## config.mk

```make
export PLATFORM = sky130hd
export DESIGN_NAME = bpu
export DESIGN_NICKNAME = d
export VERILOG_FILES = /design/src/rtl/bpu_pkg.sv /design/src/rtl/bpu_sat_counter2.sv /design/src/rtl/bpu.sv
export SDC_FILE = /design/constraint.sdc
export NUM_CORES = 2
export LEC_CHECK = 0
export ABC_CLOCK_PERIOD_IN_PS = 12000
export BUFFER_PORTS_ARGS = -buffer_cell sky130_fd_sc_hd__buf_2
export CAP_MARGIN = 5
export CORE_MARGIN = 4
export CORE_UTILIZATION = 60
export CTS_CLUSTER_SIZE = 30
export DETAILED_ROUTE_END_ITERATION = 10
export MAX_ROUTING_LAYER = met4
export PLACE_DENSITY = 0.78
export SLEW_MARGIN = 20
export SYNTH_ARGS = -nofsm -noshare
export SYNTH_HDL_FRONTEND = slang
export SYNTH_SLANG_ARGS = --single-unit
export TNS_END_PERCENT = 5
```

## constraint.sdc

```tcl
create_clock -name clk -period 12 [get_ports clk]
set_clock_uncertainty 0.2 [all_clocks]
set_input_delay 1.8 -clock clk [delete_from_list [all_inputs] [get_ports clk]]
set_output_delay 1.8 -clock clk [all_outputs]
set_load 0.05 [all_outputs]
```

## src/rtl/bpu_pkg.sv

```systemverilog
// Shared definitions for the branch prediction unit: jump-type bit positions,
// default table depth and 2-bit counter encodings.
package bpu_pkg;

  localparam int unsigned ENTRIES_DEF = 16;

  // Bit positions inside the one-hot upd_jump_type vector
  localparam int unsigned JT_JAL  = 0;
  localparam int unsigned JT_JALR = 1;
  localparam int unsigned JT_BEQ  = 2;
  localparam int unsigned JT_BNE  = 3;
  localparam int unsigned JT_BLT  = 4;
  localparam int unsigned JT_BGE  = 5;
  localparam int unsigned JT_BLTU = 6;
  localparam int unsigned JT_BGEU = 7;
  localparam int unsigned JT_W    = 8;

  typedef enum logic [1:0] {
    CTR_SNT = 2'd0,
    CTR_WNT = 2'd1,
    CTR_WT  = 2'd2,
    CTR_ST  = 2'd3
  } ctr_e;

  // Exactly one bit set; all-zero and multi-hot encodings are illegal
  function automatic logic is_onehot8(input logic [JT_W-1:0] v);
    return (v != '0) && ((v & (v - 8'd1)) == '0);
  endfunction

endpackage

```

## src/rtl/bpu_sat_counter2.sv

```systemverilog
// 2-bit saturating up/down counter next-state function.
module sat_counter2
  import bpu_pkg::*;
(
  input  ctr_e ctr_i,
  input  logic taken_i,
  output ctr_e ctr_o
);

  // Step toward strongly-taken on taken, toward strongly-not-taken otherwise
  always_comb begin
    ctr_o = ctr_i;
    unique case (ctr_i)
      CTR_SNT: ctr_o = taken_i ? CTR_WNT : CTR_SNT;
      CTR_WNT: ctr_o = taken_i ? CTR_WT  : CTR_SNT;
      CTR_WT:  ctr_o = taken_i ? CTR_ST  : CTR_WNT;
      CTR_ST:  ctr_o = taken_i ? CTR_ST  : CTR_WT;
      default: ctr_o = ctr_i;
    endcase
  end

endmodule

```

## src/rtl/bpu.sv

```systemverilog
// Direct-mapped BTB/BHT branch predictor with resolution-side redirect and
// event counters. Lookup is combinational from registered tables; updates are
// written on the clock edge and become visible the following cycle.
module bpu
  import bpu_pkg::*;
#(
  parameter int unsigned ENTRIES = ENTRIES_DEF
) (
  input  logic        clk,
  input  logic        rst_n,
  input  logic [31:0] fetch_pc,
  output logic        pred_taken,
  output logic [31:0] pred_target,
  input  logic        upd_valid,
  input  logic [31:0] upd_pc,
  input  logic [7:0]  upd_jump_type,
  input  logic        upd_taken,
  input  logic [31:0] upd_target,
  input  logic        upd_pred_taken,
  input  logic [31:0] upd_pred_target,
  output logic        redirect,
  output logic [31:0] redirect_pc,
  output logic [31:0] stat_branches,
  output logic [31:0] stat_mispredicts
);

  localparam int unsigned IW = $clog2(ENTRIES);
  localparam int unsigned TW = 30 - IW;

  // Table storage (flops, one read port for fetch, one write port for update)
  logic          valid_q [ENTRIES];
  logic [TW-1:0] tag_q   [ENTRIES];
  logic [31:0]   tgt_q   [ENTRIES];
  ctr_e          ctr_q   [ENTRIES];
  logic          unc_q   [ENTRIES];

  logic [31:0] br_q, mp_q;

  logic [IW-1:0] f_idx, u_idx;
  logic [TW-1:0] f_tag, u_tag;
  logic          f_hit, u_hit;
  logic          legal, is_unc;

  logic          wr_en;
  logic [31:0]   ent_tgt_d;
  ctr_e          ent_ctr_d;
  logic          ent_unc_d;
  ctr_e          ctr_nxt;

  logic unused_pc_bits;
  assign unused_pc_bits = ^{fetch_pc[1:0], upd_pc[1:0]};

  assign f_idx = fetch_pc[IW+1:2];
  assign f_tag = fetch_pc[31:IW+2];
  assign u_idx = upd_pc[IW+1:2];
  assign u_tag = upd_pc[31:IW+2];

  assign legal  = upd_valid & is_onehot8(upd_jump_type);
  assign is_unc = upd_jump_type[JT_JAL] | upd_jump_type[JT_JALR];

  // Fetch-side lookup
  always_comb begin
    f_hit       = valid_q[f_idx] && (tag_q[f_idx] == f_tag);
    pred_taken  = f_hit && (unc_q[f_idx] || ctr_q[f_idx][1]);
    pred_target = pred_taken ? tgt_q[f_idx] : fetch_pc + 32'd4;
  end

  // Resolution-side redirect, independent of table state
  always_comb begin
    redirect    = legal && ((upd_taken != upd_pred_taken) ||
                            (upd_taken && (upd_target != upd_pred_target)));
    redirect_pc = upd_taken ? upd_target : upd_pc + 32'd4;
  end

  sat_counter2 u_ctr (
    .ctr_i   (ctr_q[u_idx]),
    .taken_i (upd_taken),
    .ctr_o   (ctr_nxt)
  );

  // Decide whether and what to write into the update-indexed entry
  always_comb begin
    u_hit     = valid_q[u_idx] && (tag_q[u_idx] == u_tag);
    wr_en     = 1'b0;
    ent_tgt_d = tgt_q[u_idx];
    ent_ctr_d = ctr_q[u_idx];
    ent_unc_d = unc_q[u_idx];
    if (legal) begin
      if (u_hit) begin
        wr_en = 1'b1;
        if (is_unc) begin
          ent_unc_d = 1'b1;
          ent_ctr_d = CTR_ST;
          ent_tgt_d = upd_target;
        end else begin
          ent_ctr_d = ctr_nxt;
          if (upd_taken) ent_tgt_d = upd_target;
        end
      end else if (upd_taken) begin
        wr_en     = 1'b1;
        ent_tgt_d = upd_target;
        ent_unc_d = is_unc;
        ent_ctr_d = is_unc ? CTR_ST : CTR_WT;
      end
    end
  end

  // Table write port; reset clears every entry
  always_ff @(posedge clk or negedge rst_n) begin
    if (!rst_n) begin
      for (int unsigned i = 0; i < ENTRIES; i++) begin
        valid_q[i] <= 1'b0;
        tag_q[i]   <= '0;
        tgt_q[i]   <= '0;
        ctr_q[i]   <= CTR_WNT;
        unc_q[i]   <= 1'b0;
      end
    end else if (wr_en) begin
      valid_q[u_idx] <= 1'b1;
      tag_q[u_idx]   <= u_tag;
      tgt_q[u_idx]   <= ent_tgt_d;
      ctr_q[u_idx]   <= ent_ctr_d;
      unc_q[u_idx]   <= ent_unc_d;
    end
  end

  // Saturating event counters
  always_ff @(posedge clk or negedge rst_n) begin
    if (!rst_n) begin
      br_q <= '0;
      mp_q <= '0;
    end else begin
      if (legal && (br_q != '1)) br_q <= br_q + 32'd1;
      if (redirect && (mp_q != '1)) mp_q <= mp_q + 32'd1;
    end
  end

  assign stat_branches    = br_q;
  assign stat_mispredicts = mp_q;

endmodule

```

# --- Word level (Yosys, flattened, before mapping) ---
# Cells that the tools add are included.
classes:
  muxes: 65
  n_eq_ne: 9
  add_sub_neg: 5
  mul: 0
  div_mod_pow: 0
  magnitude_cmp: 3
  reduce_logical: 14
  shift: 0
  bitwise: 6
ops:
  columns: ["op", "count"]
  rows:
  - ["$bwmux W512", 1]
  - ["$bwmux W416", 1]
  - ["$mux W32", 11]
  - ["$bmux W32 S4", 2]
  - ["$bmux W26 S4", 2]
  - ["$mux W26", 5]
  - ["$demux W32 S4", 1]
  - ["$demux W26 S4", 1]
  - ["$add A32 B1 Y32 const B", 2]
  - ["$add A32 B3 Y32 const B", 2]
  - ["$ne A32 B32 Y1 const B", 2]
  - ["$eq A26 B26 Y1", 2]
  - ["$bwmux W32", 1]
  - ["$ne A32 B32 Y1", 1]
  - ["$mux W2", 11]
  - ["$mux W1", 19]
  - ["$bmux W1 S4", 4]
  - ["$bmux W2 S4", 2]
  - ["$bwmux W16", 1]
  - ["$or A16 B16 Y16", 1]
  - ["$ge A5 B5 Y1 const B", 2]
  - ["$not A4 Y5", 2]
  - ["$logic_and A1 B1 Y1", 9]
  - ["$and A8 B8 Y8", 1]
  - ["other kinds (14)", 16]
totals:
  reg_bits: 1056
  n_memories: 0
  elab_cells: 184
  input_bits: 141
  mem_bits_rw: 0
  latch_bits: 0
  rom_bits: 0
  output_inout_bits: 130

# --- Logic depth before layout (Yosys ltp) ---
depth:
  word_depth: 10
  mapped_depth: 18
  ltp_nobuf: 10

# --- By module ---
# Synthesis repeated with hierarchy kept, for this count alone.
unflattened:
  hier_cells: 4010
  hier_area_um2: 58954.0
modules_own_cells:
  columns: ["mod", "area_each_um2", "seq_area_each_um2", "n_inst", "cells_per_inst"]
  rows:
  - ["bpu", 58927.8, 26445.4, 1, 4007]
  - ["sat_counter2", 26.3, 0.0, 1, 3]

# --- Worst setup path before layout ---
# Ideal clock, no wire load.
synth_path:
  kind: "input to output"
  from: "input fetch_pc[2]"
  to: "output pred_target[21]"
  stages: 12
  path_buffers: 4
  required_ns: 10.000
  arrival_time_ns: 6.309
  slack_ns: 3.691
  path_cell_list: "clkbuf_1 -> buf_1 -> buf_1 -> mux4_2 -> mux4_2 -> xnor2_1 -> nand3_1 -> nor3_1 -> nand4_1 -> clkbuf_1 -> inv_1 -> o21ai_0"
synth_between:
  elab_chain_len: 8
  word_cells_on_any_way: 22
  classes_between: "1 x add/sub; 1 x eq/ne; 16 x mux; 1 x bitwise; 3 x reduce/logical"
synth_rtl:
  columns: ["item", "line", "source"]
  rows:
  - ["from (decl)", "bpu.sv:11", "input logic [31:0] fetch_pc,"]
  - ["$not A4 Y5 (not written as such) (*)", "bpu.sv:63, bpu.sv:64", null]
  - ["$bmux W26 S4", "bpu.sv:63", "f_hit = valid_q[f_idx] && (tag_q[f_idx] == f_tag);"]
  - ["$mux W26 (not written as such) (2 in a row)", "bpu.sv:63", null]
  - ["$eq A26 B26 Y1", "bpu.sv:63", null]
  - ["$logic_and A1 B1 Y1", "bpu.sv:63", null]
  - ["$logic_and A1 B1 Y1 (*)", "bpu.sv:64", "pred_taken = f_hit && (unc_q[f_idx] || ctr_q[f_idx][1]);"]
  - ["named net pred_taken", "bpu.sv:12", "output logic pred_taken,"]
  - ["$mux W32 (*)", "bpu.sv:65", "pred_target = pred_taken ? tgt_q[f_idx] : fetch_pc + 32'd4;"]
  - ["to (decl)", "bpu.sv:13", "output logic [31:0] pred_target,"]
# The timed path passes the listed nets; every way through them passes the cells marked *. The select of a mux whose other input is x is not followed.

# --- Worst setup path after layout ---
layout_path:
  from: "input upd_pc[3]"
  to: "output redirect_pc[26]"
layout_between:
  elab_chain_len: 2
layout_rtl:
  columns: ["item", "line", "source"]
  rows:
  - ["from (decl)", "bpu.sv:15", "input logic [31:0] upd_pc,"]
  - ["$add A32 B3 Y32", "bpu.sv:72", "redirect_pc = upd_taken ? upd_target : upd_pc + 32'd4;"]
  - ["$mux W32", "bpu.sv:72", null]
  - ["to (decl)", "bpu.sv:22", "output logic [31:0] redirect_pc,"]
# No other way between the ends.

==> out/qor.yml <==
status: "complete, no violations"
crit_required_ns: 10.00
cts_tree: "built"
drv_slew: 0
clock_sinks: 1056
min_period_over_period_pct: 76.0
reg2reg_from: "tag_q[184]$_DFFE_PN0P_"
coreArea_sq_um: 96700
clkPwrFrac_pct: 44.9
synthFlopType: "dfrtp_1"
yosys.area.top_type: "dfrtp_1"
vias: 38200
setup_viol: 0
seq_area_frac_synth_pct: 45.2
synth_top_cells_by_area: "dfrtp_1, mux4_2, mux2_2"
crit_start: "upd_pc[3]"
yosysTopAreaCellShare_pct: 44.4
final_util_pct: 66.6
dr_wl_met2_mm: 80.1
grt_pass1_vias: 39300
hp-class: "register to register"
overflow: 0
drt-total-wl_mm: 175
antenna_found_initial: 16
hpwl_mm: 108
clk_pin_slew_ns: 0.06
wl_met3_mm: 19.4
gr-usage-all-layers_pct: 35.3
syn_inst: 3892
num_rows: 114
cp-end-kind: "primary output"
min_from: "stat_mispredicts[18]$_DFFE_PN0P_"
yosys_register_bits: 1056
htreeDepth: 3
mostFrequentLayoutCell: "dfrtp_1"
drc: 0
syn_avg_cell_area_sq_um: 15.0
num-fill-cells: 6700
final.setup.tns_ns: 0
grt_max_degree: 143
synth_async_sr_flop_share_pct: 100
postCtsSetupBuffers: 0
clk_path_buf_depth: 3
combPwrFrac_pct: 9.9
avgViaCountPerCell: 7.13
critPathKind: "primary input to primary output"
wl_met1_mm: 65.4
leakagePower_nw: 30.1
die_h_um: 320
worst_pin_slew_ns: 1.21
max_freq_mhz: 110
layout_common_cells: "dfrtp_1, mux2_2, mux4_2"
syn_area_sq_um: 58600
clk_latency_ns: 0.71
cp.arrival_ns: 7.12
p_sw_mw: 2.07
clockRootBuffer: "clkbuf_16"
drive_gt1_share_pct: 51.7
area_growth_pct: 10.0
wl_per_cell_um: 32.6
topRoutingLayerUsed: "met4"
maxSlewHeadroom_pct: 19.3
nNetsFinal: 4126
grt_pass1_wl_mm: 260
final-hold-violation-count: 0
final.min_clock_period_ns: 9.12
syn_nets: 4040
p_int_mw: 6.10
drtPass1Iterations: 5
synth_edf_count: 0
start_util_pct: 60.6
pin_count: 271
ctsHoldBuffers: 0
cap_violations: 0
die_area_sq_um: 103000
cts_resized: 0
critical_path.max_fanout: 66
startpoint_type: "primary input"
switching_share_pct: 25.3
power_density_nw_per_um2: 127
yosys_warnings: 0
drt_iter0_markers: 4544
peakVddDrop_v: 0.000119
rsz0062_at_grt: "no"
port_buffers: 270
p_seq_share_pct: 45.2
gp_congestion: 0.930
synth.distinct_cells: 70
cts_buffers: 112
ant_nets: 0
die_width_um: 320
[metal layers]
layer,vias up,GRT usage (%)
met4,0,15.7
met5,-,-
li1,15200,-
met1,20400,46.5
met2,2191,52.1
met3,499,9.59
[power groups by stage]
stage          Sequential, mW  Combinational, mW  Clock, mW
2_1_floorplan            3.77              0.460          0
3_3_place_gp             3.75              0.789          0
3_5_place_dp             3.75              0.796          0
4_1_cts                  3.69              0.799       3.70
5_1_grt                  3.70              0.850       3.85
6_report                 3.69              0.807       3.67
[area by class of cell]
class,count,area (sq um),share of cell area [%]
multi-input combinational,2457,30400,47.2
sequential,1056,26400,41.0
clock buffer,155,3180,4.93
timing repair buffer,326,1940,3.01
tap,1276,1600,2.48
clock inverter,47,712,1.10
inverter,25,96.3,0.150
antenna,15,37.5,0.0583
[sequential cells by signal, summed over array words and instances, names as in the netlist]
name              count
stat_mispredicts     32
unc_q                16
valid_q              16
tgt_q               512
ctr_q                32
stat_branches        32
tag_q               416
[synthesized netlist by cell type, types with 12 or more instances]
cell	count
nand2_1	99
nand4_1	39
mux2_4	30
mux2_1	53
buf_2	52
mux2i_1	82
xnor2_1	148
nor2_1	65
and3_1	27
dfrtp_1	1040
o21ai_0	62
nor3_1	30
a22oi_1	14
inv_1	24
nand3_1	57
xor2_1	50
dfstp_2	16
buf_6	41
clkbuf_1	178
mux2_2	973
buf_4	12
nand2b_1	20
mux4_2	552
buf_1	71
[stage by stage]
stage          instances  total power, mW  hold slack (ns)  worst slack [ns]  instance area [sq um]
2_1_floorplan       3892             4.23            0.245              3.69                  58600
3_3_place_gp        5139             4.54            0.266              3.21                  60500
3_5_place_dp        5139             4.55            0.278              3.19                  60500
4_1_cts             5341             8.19            0.290              3.17                  64400
5_1_grt             5354             8.40            0.303              2.74                  64400
6_report            5357             8.17            0.283              2.88                  64400
[worst max-delay path, stage by stage]
cell and delay (ns):
buf_8 0.45, buf_4 0.82, ha_1 0.76, nand4_1 0.35, nor2_1 0.38, inv_1 0.12, nor3_1 0.59, nand4_1 0.19
xor2_1 0.18, o21ai_0 0.90, buf_2 0.42
[final timing paths]
kind	cells after the start	end	slack, ns
setup / recovery	11	redirect_pc[26]	2.88
hold / removal	1	stat_mispredicts[18]$_DFFE_PN0P_	0.28
setup reg to reg	10	tgt_q[129]$_DFFE_PN0P_	6.14
hold reg to reg	1	stat_mispredicts[18]$_DFFE_PN0P_	0.28
max in group asynchronous	3	tgt_q[291]$_DFFE_PN0P_	8.29
min in group asynchronous	1	tag_q[102]$_DFFE_PN0P_	0.95
[cell families (layout without fill, tap and decap cells)]
logic type / count (synthesis) / after routing / synth area share, %
muxes: 1690 / 1690 / 43.1
DFF: 1056 / 1056 / 45.2
and+or+nand+nor: 400 / 400 / 3.56
buffers and inverters: 379 / 553 / 3.14
xor gates and xnor gates: 198 / 198 / 2.96
AOI/OAI and AO/OA: 161 / 161 / 1.89
adders and majority gates: 8 / 8 / 0.167
other: 0 / 15 / 0
Note: power is estimated with default switching activity, not from simulation.
